--- src/rtl/pc_sequencer.sv ---
// Program-counter sequencer: picks the next fetch PC from exception, return,
// branch, jump or sequential sources, and keeps a small circular return-address stack.
module pc_sequencer #(
  parameter int               WIDTH        = 32,
  parameter logic [WIDTH-1:0] RESET_VECTOR = 32'h00000000,
  parameter logic [WIDTH-1:0] EXC_VECTOR   = 32'h80000180,
  parameter int               STEP         = 4,
  parameter int               RAS_DEPTH    = 4
) (
  input  logic                         Clk,
  input  logic                         Reset,
  input  logic                         Stall,
  input  logic                         ExcValid,
  input  logic                         BrTaken,
  input  logic [WIDTH-1:0]             BrTarget,
  input  logic                         JmpValid,
  input  logic [WIDTH-1:0]             JmpTarget,
  input  logic                         Call,
  input  logic                         Ret,
  output logic [WIDTH-1:0]             PCResult,
  output logic [WIDTH-1:0]             PCPlus,
  output logic [$clog2(RAS_DEPTH):0]   RasCount,
  output logic                         RasUnderflow
);

  localparam int PTR_W = $clog2(RAS_DEPTH);
  localparam int CNT_W = PTR_W + 1;
  localparam logic [CNT_W-1:0] CNT_FULL = CNT_W'(RAS_DEPTH);

  // Registered sequencer state; the PC carries a power-up value so that
  // simulation shows RESET_VECTOR before the first clock edge.
  logic [WIDTH-1:0] pc_p0 = RESET_VECTOR;
  logic [CNT_W-1:0] cnt_p0;
  logic [PTR_W-1:0] sp_p0;
  logic             uf_p0;
  logic [WIDTH-1:0] ras [RAS_DEPTH];

  logic [WIDTH-1:0] pc_nxt;
  logic [CNT_W-1:0] cnt_nxt;
  logic [PTR_W-1:0] sp_nxt;
  logic             uf_nxt;
  logic             wr_en;
  logic [PTR_W-1:0] wr_idx;
  logic [PTR_W-1:0] top_idx;
  logic [WIDTH-1:0] pc_plus;

  assign pc_plus = pc_p0 + WIDTH'(STEP);
  // sp points at the next free slot, so the top entry sits one below it.
  assign top_idx = sp_p0 - PTR_W'(1);

  always_comb begin
    pc_nxt  = pc_p0;
    cnt_nxt = cnt_p0;
    sp_nxt  = sp_p0;
    uf_nxt  = 1'b0;
    wr_en   = 1'b0;
    wr_idx  = sp_p0;
    if (ExcValid) begin
      pc_nxt  = EXC_VECTOR;
      cnt_nxt = '0;
      sp_nxt  = '0;
    end else if (!Stall) begin
      if (Ret && (cnt_p0 != '0)) begin
        pc_nxt = ras[top_idx];
        if (JmpValid && Call) begin
          // Pop and push together: the top slot is simply rewritten.
          wr_en  = 1'b1;
          wr_idx = top_idx;
        end else begin
          sp_nxt  = top_idx;
          cnt_nxt = cnt_p0 - CNT_W'(1);
        end
      end else begin
        uf_nxt = Ret;
        if (BrTaken) begin
          pc_nxt = BrTarget;
        end else if (JmpValid) begin
          pc_nxt = JmpTarget;
          if (Call) begin
            // A full stack keeps wrapping, silently dropping the oldest return.
            wr_en  = 1'b1;
            wr_idx = sp_p0;
            sp_nxt = sp_p0 + PTR_W'(1);
            if (cnt_p0 != CNT_FULL) begin
              cnt_nxt = cnt_p0 + CNT_W'(1);
            end
          end
        end else begin
          pc_nxt = pc_plus;
        end
      end
    end
  end

  always_ff @(posedge Clk) begin
    if (Reset) begin
      pc_p0  <= RESET_VECTOR;
      cnt_p0 <= '0;
      sp_p0  <= '0;
      uf_p0  <= 1'b0;
    end else begin
      pc_p0  <= pc_nxt;
      cnt_p0 <= cnt_nxt;
      sp_p0  <= sp_nxt;
      uf_p0  <= uf_nxt;
    end
  end

  // Stack storage has no reset; an entry is only read after it was pushed.
  always_ff @(posedge Clk) begin
    if (wr_en && !Reset) begin
      ras[wr_idx] <= pc_plus;
    end
  end

  assign PCResult     = pc_p0;
  assign PCPlus       = pc_plus;
  assign RasCount     = cnt_p0;
  assign RasUnderflow = uf_p0;

endmodule

--- config.mk ---
export PLATFORM = sky130hd
export DESIGN_NAME = pc_sequencer
export DESIGN_NICKNAME = d
export VERILOG_FILES = /design/src/rtl/pc_sequencer.sv
export SDC_FILE = /design/constraint.sdc
export NUM_CORES = 1
export LEC_CHECK = 0
export ABC_AREA = 1
export ABC_CLOCK_PERIOD_IN_PS = 4200
export CAP_MARGIN = 30
export CORE_MARGIN = 1.5
export CORE_UTILIZATION = 50
export DETAILED_ROUTE_END_ITERATION = 16
export PLACE_DENSITY = 0.79
export SLEW_MARGIN = 0
export SYNTH_ARGS = -nofsm -noshare
export SYNTH_HDL_FRONTEND = slang
export SYNTH_SLANG_ARGS = --single-unit
--- constraint.sdc ---
create_clock -name Clk -period 4.2 [get_ports Clk]
set_input_delay 0.63 -clock Clk [delete_from_list [all_inputs] [get_ports Clk]]
set_output_delay 0.63 -clock Clk [all_outputs]
set_load 0.01 [all_outputs]
== Word-level counts from Yosys, hierarchy flattened ==
Memory sizes are Yosys's and may differ from the RTL's.
Cells that the tools add are included.

* Add/sub/neg operators: 5
* Eq/ne operators: 4
* Multiplexer cells: 29
* Bitwise logic cells: 1
* Reductions and logical operators: 12

{| class="wikitable"
|+ Operators with widths
! kind !! count
|-
| $mux W32 || 5
|-
| $add A32 B3 Y32 const B || 1
|-
| $mux W2 || 9
|-
| $mux W3 || 6
|-
| $mux W1 || 9
|-
| $reduce_and A6 Y1 || 1
|-
| $reduce_bool A2 Y1 || 3
|-
| $reduce_and A5 Y1 || 1
|-
| $ne A2 B1 Y1 const B || 2
|-
| $reduce_or A4 Y1 || 1
|-
| $add A3 B1 Y3 const B || 1
|-
| $logic_and A1 B1 Y1 || 3
|-
| $ne A3 B3 Y1 const B || 1
|-
| $reduce_bool A3 Y1 || 1
|-
| $sub A3 B1 Y3 const B || 1
|-
| $add A2 B1 Y2 const B || 1
|-
| $ne A2 B2 Y1 const B || 1
|-
| $reduce_or A2 Y1 || 1
|-
| $sub A2 B1 Y2 const B || 1
|-
| $logic_not A1 Y1 || 1
|-
| $not A1 Y1 || 1
|}

* Bits in registers: 38
* Bits in writable memories: 128
* Input port bits: 72
* Word-level logic and storage cells: 57
* Memories kept: 1

{| class="wikitable"
|+ Memories
! name !! depth !! bits a word !! rd ports !! clocked after Yosys merged registers in !! write ports !! RTL line !! text
|-
| ras || 4 || 32 || 1 || 0 || 1 || 36 || <nowiki>logic [WIDTH-1:0] ras [RAS_DEPTH];</nowiki>
|}

== Depth between registers and ports, before layout ==
* Word-level depth: 9
* Gate-level depth with buffers: 12

== Worst setup path before layout ==
No wires, ideal clock.

* Path kind: input-to-reg
* Start: input port Ret
* End: memory ras[2][0], enable pin
* Library setup time: 0.421 ns
* Arrival: 2.811 ns
* Slack: 0.968 ns
* Cell stages on the path: 7
* Buffers on the path: 0
* Cells stage by stage: inv_1 > a21oi_2 > nand3_1 > nor2_1 > xor2_1 > nand2_1 > nor2_1

* Word-level cells in the longest chain between the ends: 7
* Elaborated cells between the ends (all ways): 10
* Those cells by class: mux: 8; reduce/logical: 2

{| class="wikitable"
|+ Ends and longest elaborated chain
! element !! RTL line !! text
|-
| from (decl) || 19 || <nowiki>input logic Ret,</nowiki>
|-
| $logic_and A1 B1 Y1 (*) || 63 || <nowiki>if (Ret && (cnt_p0 != '0)) begin</nowiki>
|-
| $mux W1 || 63 ||
|-
| $mux W1 || 62 || <nowiki>end else if (!Stall) begin</nowiki>
|-
| $mux W1 || 58 || <nowiki>if (ExcValid) begin</nowiki>
|-
| $logic_and A1 B1 Y1 || 111 || <nowiki>if (wr_en && !Reset) begin</nowiki>
|-
| $mux W1 || 111 ||
|-
| $mux W1 (implied by the code) || 112 || <nowiki>ras[wr_idx] <= pc_plus;</nowiki>
|-
| to (decl) || 36 ||
|}

Mark *: on every way between the ends. The rest lies on a longest branch, timed or not.

== Worst setup path after layout ==
* Start: register pc_p0[8], in the netlist PCResult[8]
* End: output port PCPlus[17]

* Word-level cells in the longest chain between the ends: 1

{| class="wikitable"
|+ Ends and longest elaborated chain
! element !! RTL line !! text
|-
| from (decl) || 32 || <nowiki>logic [WIDTH-1:0] pc_p0 = RESET_VECTOR;</nowiki>
|-
| from (signal assigned) || 102 || <nowiki>pc_p0 <= pc_nxt;</nowiki>
|-
| $add A32 B3 Y32 || 47 || <nowiki>assign pc_plus = pc_p0 + WIDTH'(STEP);</nowiki>
|-
| to (decl) || 21 || <nowiki>output logic [WIDTH-1:0] PCPlus,</nowiki>
|}

Every way passes these cells.

==> impl_metrics.ini <==
[clock_tree]
cts-buffers-inserted = 17
post_cts_resized = 0
post_cts_buffers = 0
cts_max_path_buffers = 2
clockRootBuffer = clkbuf_16
clock-sinks = 166
clk_pin_slew_ps = 60
cts_tree = yes
hold_buffers = 0
ctsHtreeMaxLevel = 4
insertion_delay_ps = 430

[sta]
period_needed_ps = 3540
fin_crit_sh_pct = 84.4
drv_slew = 0
finClkSkew_ps = 7.75
tightestPinTransition_ps = 699
tns_ps = 0
fmax_ghz = 0.282
rsz0062_at_grt = false
setup_viol = 0
slew_headroom_pct = 53.1
finalHoldViolCount = 0

[setup_path]
rrSetupSlack_ps = 1560
crit_required_ps = 3570
endpoint_kind = output port
worst-path-max-fanout = 6
critPathLaunchType = flip-flop
criticalPathCategory = flip-flop to output port
r2r_start = sp_p0[0]
cp_data_arrival_time_ps = 2910
reg2reg_to = PCResult[16]
rr_worst_depth = 9
crit_path_end = PCPlus[17]
crit_start = PCResult[8]

[placement]
portBuffers = 139
routabilityCongestion = 0.978
hpwl_um = 16100

[power]
power.density_mw_per_mm2 = 367
peakVddDrop_uv = 293
leakagePower_nw = 3.60
total_power_mw = 3.65

[yosys]
yosysSeqAreaShare_pct = 59.0
ys_ff_latch = 166
synth_cell_types = 44
ys_async_sr_fraction_pct = 0
ys_warn_count = 0
post_synth.cell_area_avg_um2 = 9.36
syn-cell-area_mm2 = 0.00781
syn_inst = 834
ys.flop_type = edfxtp_1
synth_edf_count = 128
syn-num-nets = 908

[floorplan]
num_io_pins = 140
coreArea_mm2 = 0.0152
num_rows = 45
die_h_um = 128
initial_core_util_pct = 51.4
die_area_mm2 = 0.0164
die_w_um = 128

[cells_and_area]
layout_common_cells = 251 x nand2_1, 139 x clkdlybuf4s50_1, 128 x edfxtp_1
nets = 1050
diodes = 0
final_common_cell = nand2_1
nFillCells = 1228
drive_gt1_share_pct = 7.59
seqCellArea_mm2 = 0.00460
multi_input_area_mm2 = 0.00285
area_growth_pct = 27.3

[drt]
drc = 0
ant_nets = 0
top_layer_used = met4
vias_per_cell = 5.82
wl_met1_um = 9350
vias = 6848
met3_length_um = 2120
first_pass_iters = 5
wl_um = 23700
route.met2.wl_um = 11600
wire_per_inst_um = 20.2
drt_first_iter_violations = 751

[global_route]
grt.total_usage_pct = 29.7
overflow = 0
grt_pass1_wl_um = 36300
antenna_found_initial = 0
grt_max_degree = 29
grt_pass1_vias = 6532

[run_status]
outcome = completed

[hold_path]
hp-class = flip-flop to flip-flop

[run]
maxCapViolations = 0
cell type report:
type | count | share of cell area [%]
clock inverters | 4 | 0.705
inverters | 39 | 1.47
flip-flops and latches | 166 | 46.3
clock buffers | 27 | 4.96
repair buffers | 159 | 15.5
well taps | 188 | 2.37
multi-input cells | 593 | 28.7
critical path: stages (launching register included):
cell	delay (ps)
dfxtp_1	510
nand2_1	130
nor2_1	180
nand2_2	140
nor2_2	190
nand2_1	100
xnor2_1	570
clkdlybuf4s50_1	660
logic make-up after synthesis:
kind of cell               Yosys count  share of synthesized area (%)
DFF                                166                           59.0
xor gates and xnor gates            21                           2.36
AOI/OAI and AO/OA                  166                           12.1
buffers and inverters               75                           4.65
adders and majority gates            2                          0.417
and+or+nand+nor                    404                           21.5
per-layer routing:
metal	vias up	global-route usage [%]
met1	3220	38.3
met3	59	6.76
met4	0	10.3
met5	-	0
met2	422	49.5
li1	3147	-
registers in the layout (all words and copies together) (netlist names), named ones only:
signal	flops
PCResult	30
RasCount	3
RasUnderflow	1
ras	128
sp_p0	2
worst min path at each step:
stage | from | end | slack (ps) | cells past startpoint
finish | PCResult[10] | PCResult[10] | 550 | 2
floorplan | PCResult[22] | PCResult[22] | 520 | 2
detailed placement | PCResult[19] | PCResult[19] | 520 | 2
global placement | PCResult[10] | PCResult[10] | 520 | 2
CTS | PCResult[10] | PCResult[10] | 550 | 2
global route | PCResult[10] | PCResult[10] | 570 | 2
synth_stat cells (6+ instances only):
| master | count | share of area (%) |
|---|---|---|
| clkbuf_1 | 7 | 0.34 |
| a31oi_1 | 7 | 0.56 |
| xnor2_1 | 7 | 0.79 |
| nor2_1 | 75 | 3.6 |
| nor3_1 | 7 | 0.45 |
| buf_2 | 14 | 0.90 |
| nor2_2 | 7 | 0.56 |
| a22oi_1 | 14 | 1.3 |
| buf_4 | 6 | 0.58 |
| nand3_1 | 37 | 2.4 |
| a21oi_1 | 57 | 3.7 |
| nand2_1 | 251 | 12 |
| or2_2 | 6 | 0.48 |
| dfxtp_1 | 38 | 9.7 |
| edfxtp_1 | 128 | 49 |
| inv_1 | 33 | 1.6 |
| o21ai_0 | 63 | 4.0 |
| nand3b_1 | 6 | 0.58 |
| xor2_1 | 14 | 1.6 |
where the power goes:
| group | internal, mW | switching (mW) | leakage, nW |
|---|---|---|---|
| clock | 0.918 | 0.597 | 0.275 |
| combinational | 0.152 | 0.170 | 1.90 |
| sequential | 1.78 | 0.0298 | 1.43 |
| total | 2.85 | 0.797 | 3.60 |
metrics by stage:
stage | utilization, % | area, um2 | setup WS (ps) | cells | hold slack (ps)
6_report | 65.4 | 9940 | 657 | 1176 | 546
5_1_grt | 65.4 | 9940 | 560 | 1176 | 571
4_1_cts | 65.4 | 9940 | 689 | 1176 | 547
3_5_place_dp | 61.7 | 9380 | 1030 | 1145 | 523
3_3_place_gp | 61.7 | 9380 | 1110 | 1145 | 521
2_1_floorplan | - | 7810 | 968 | 834 | 516
(Power assumes the default switching activity.)
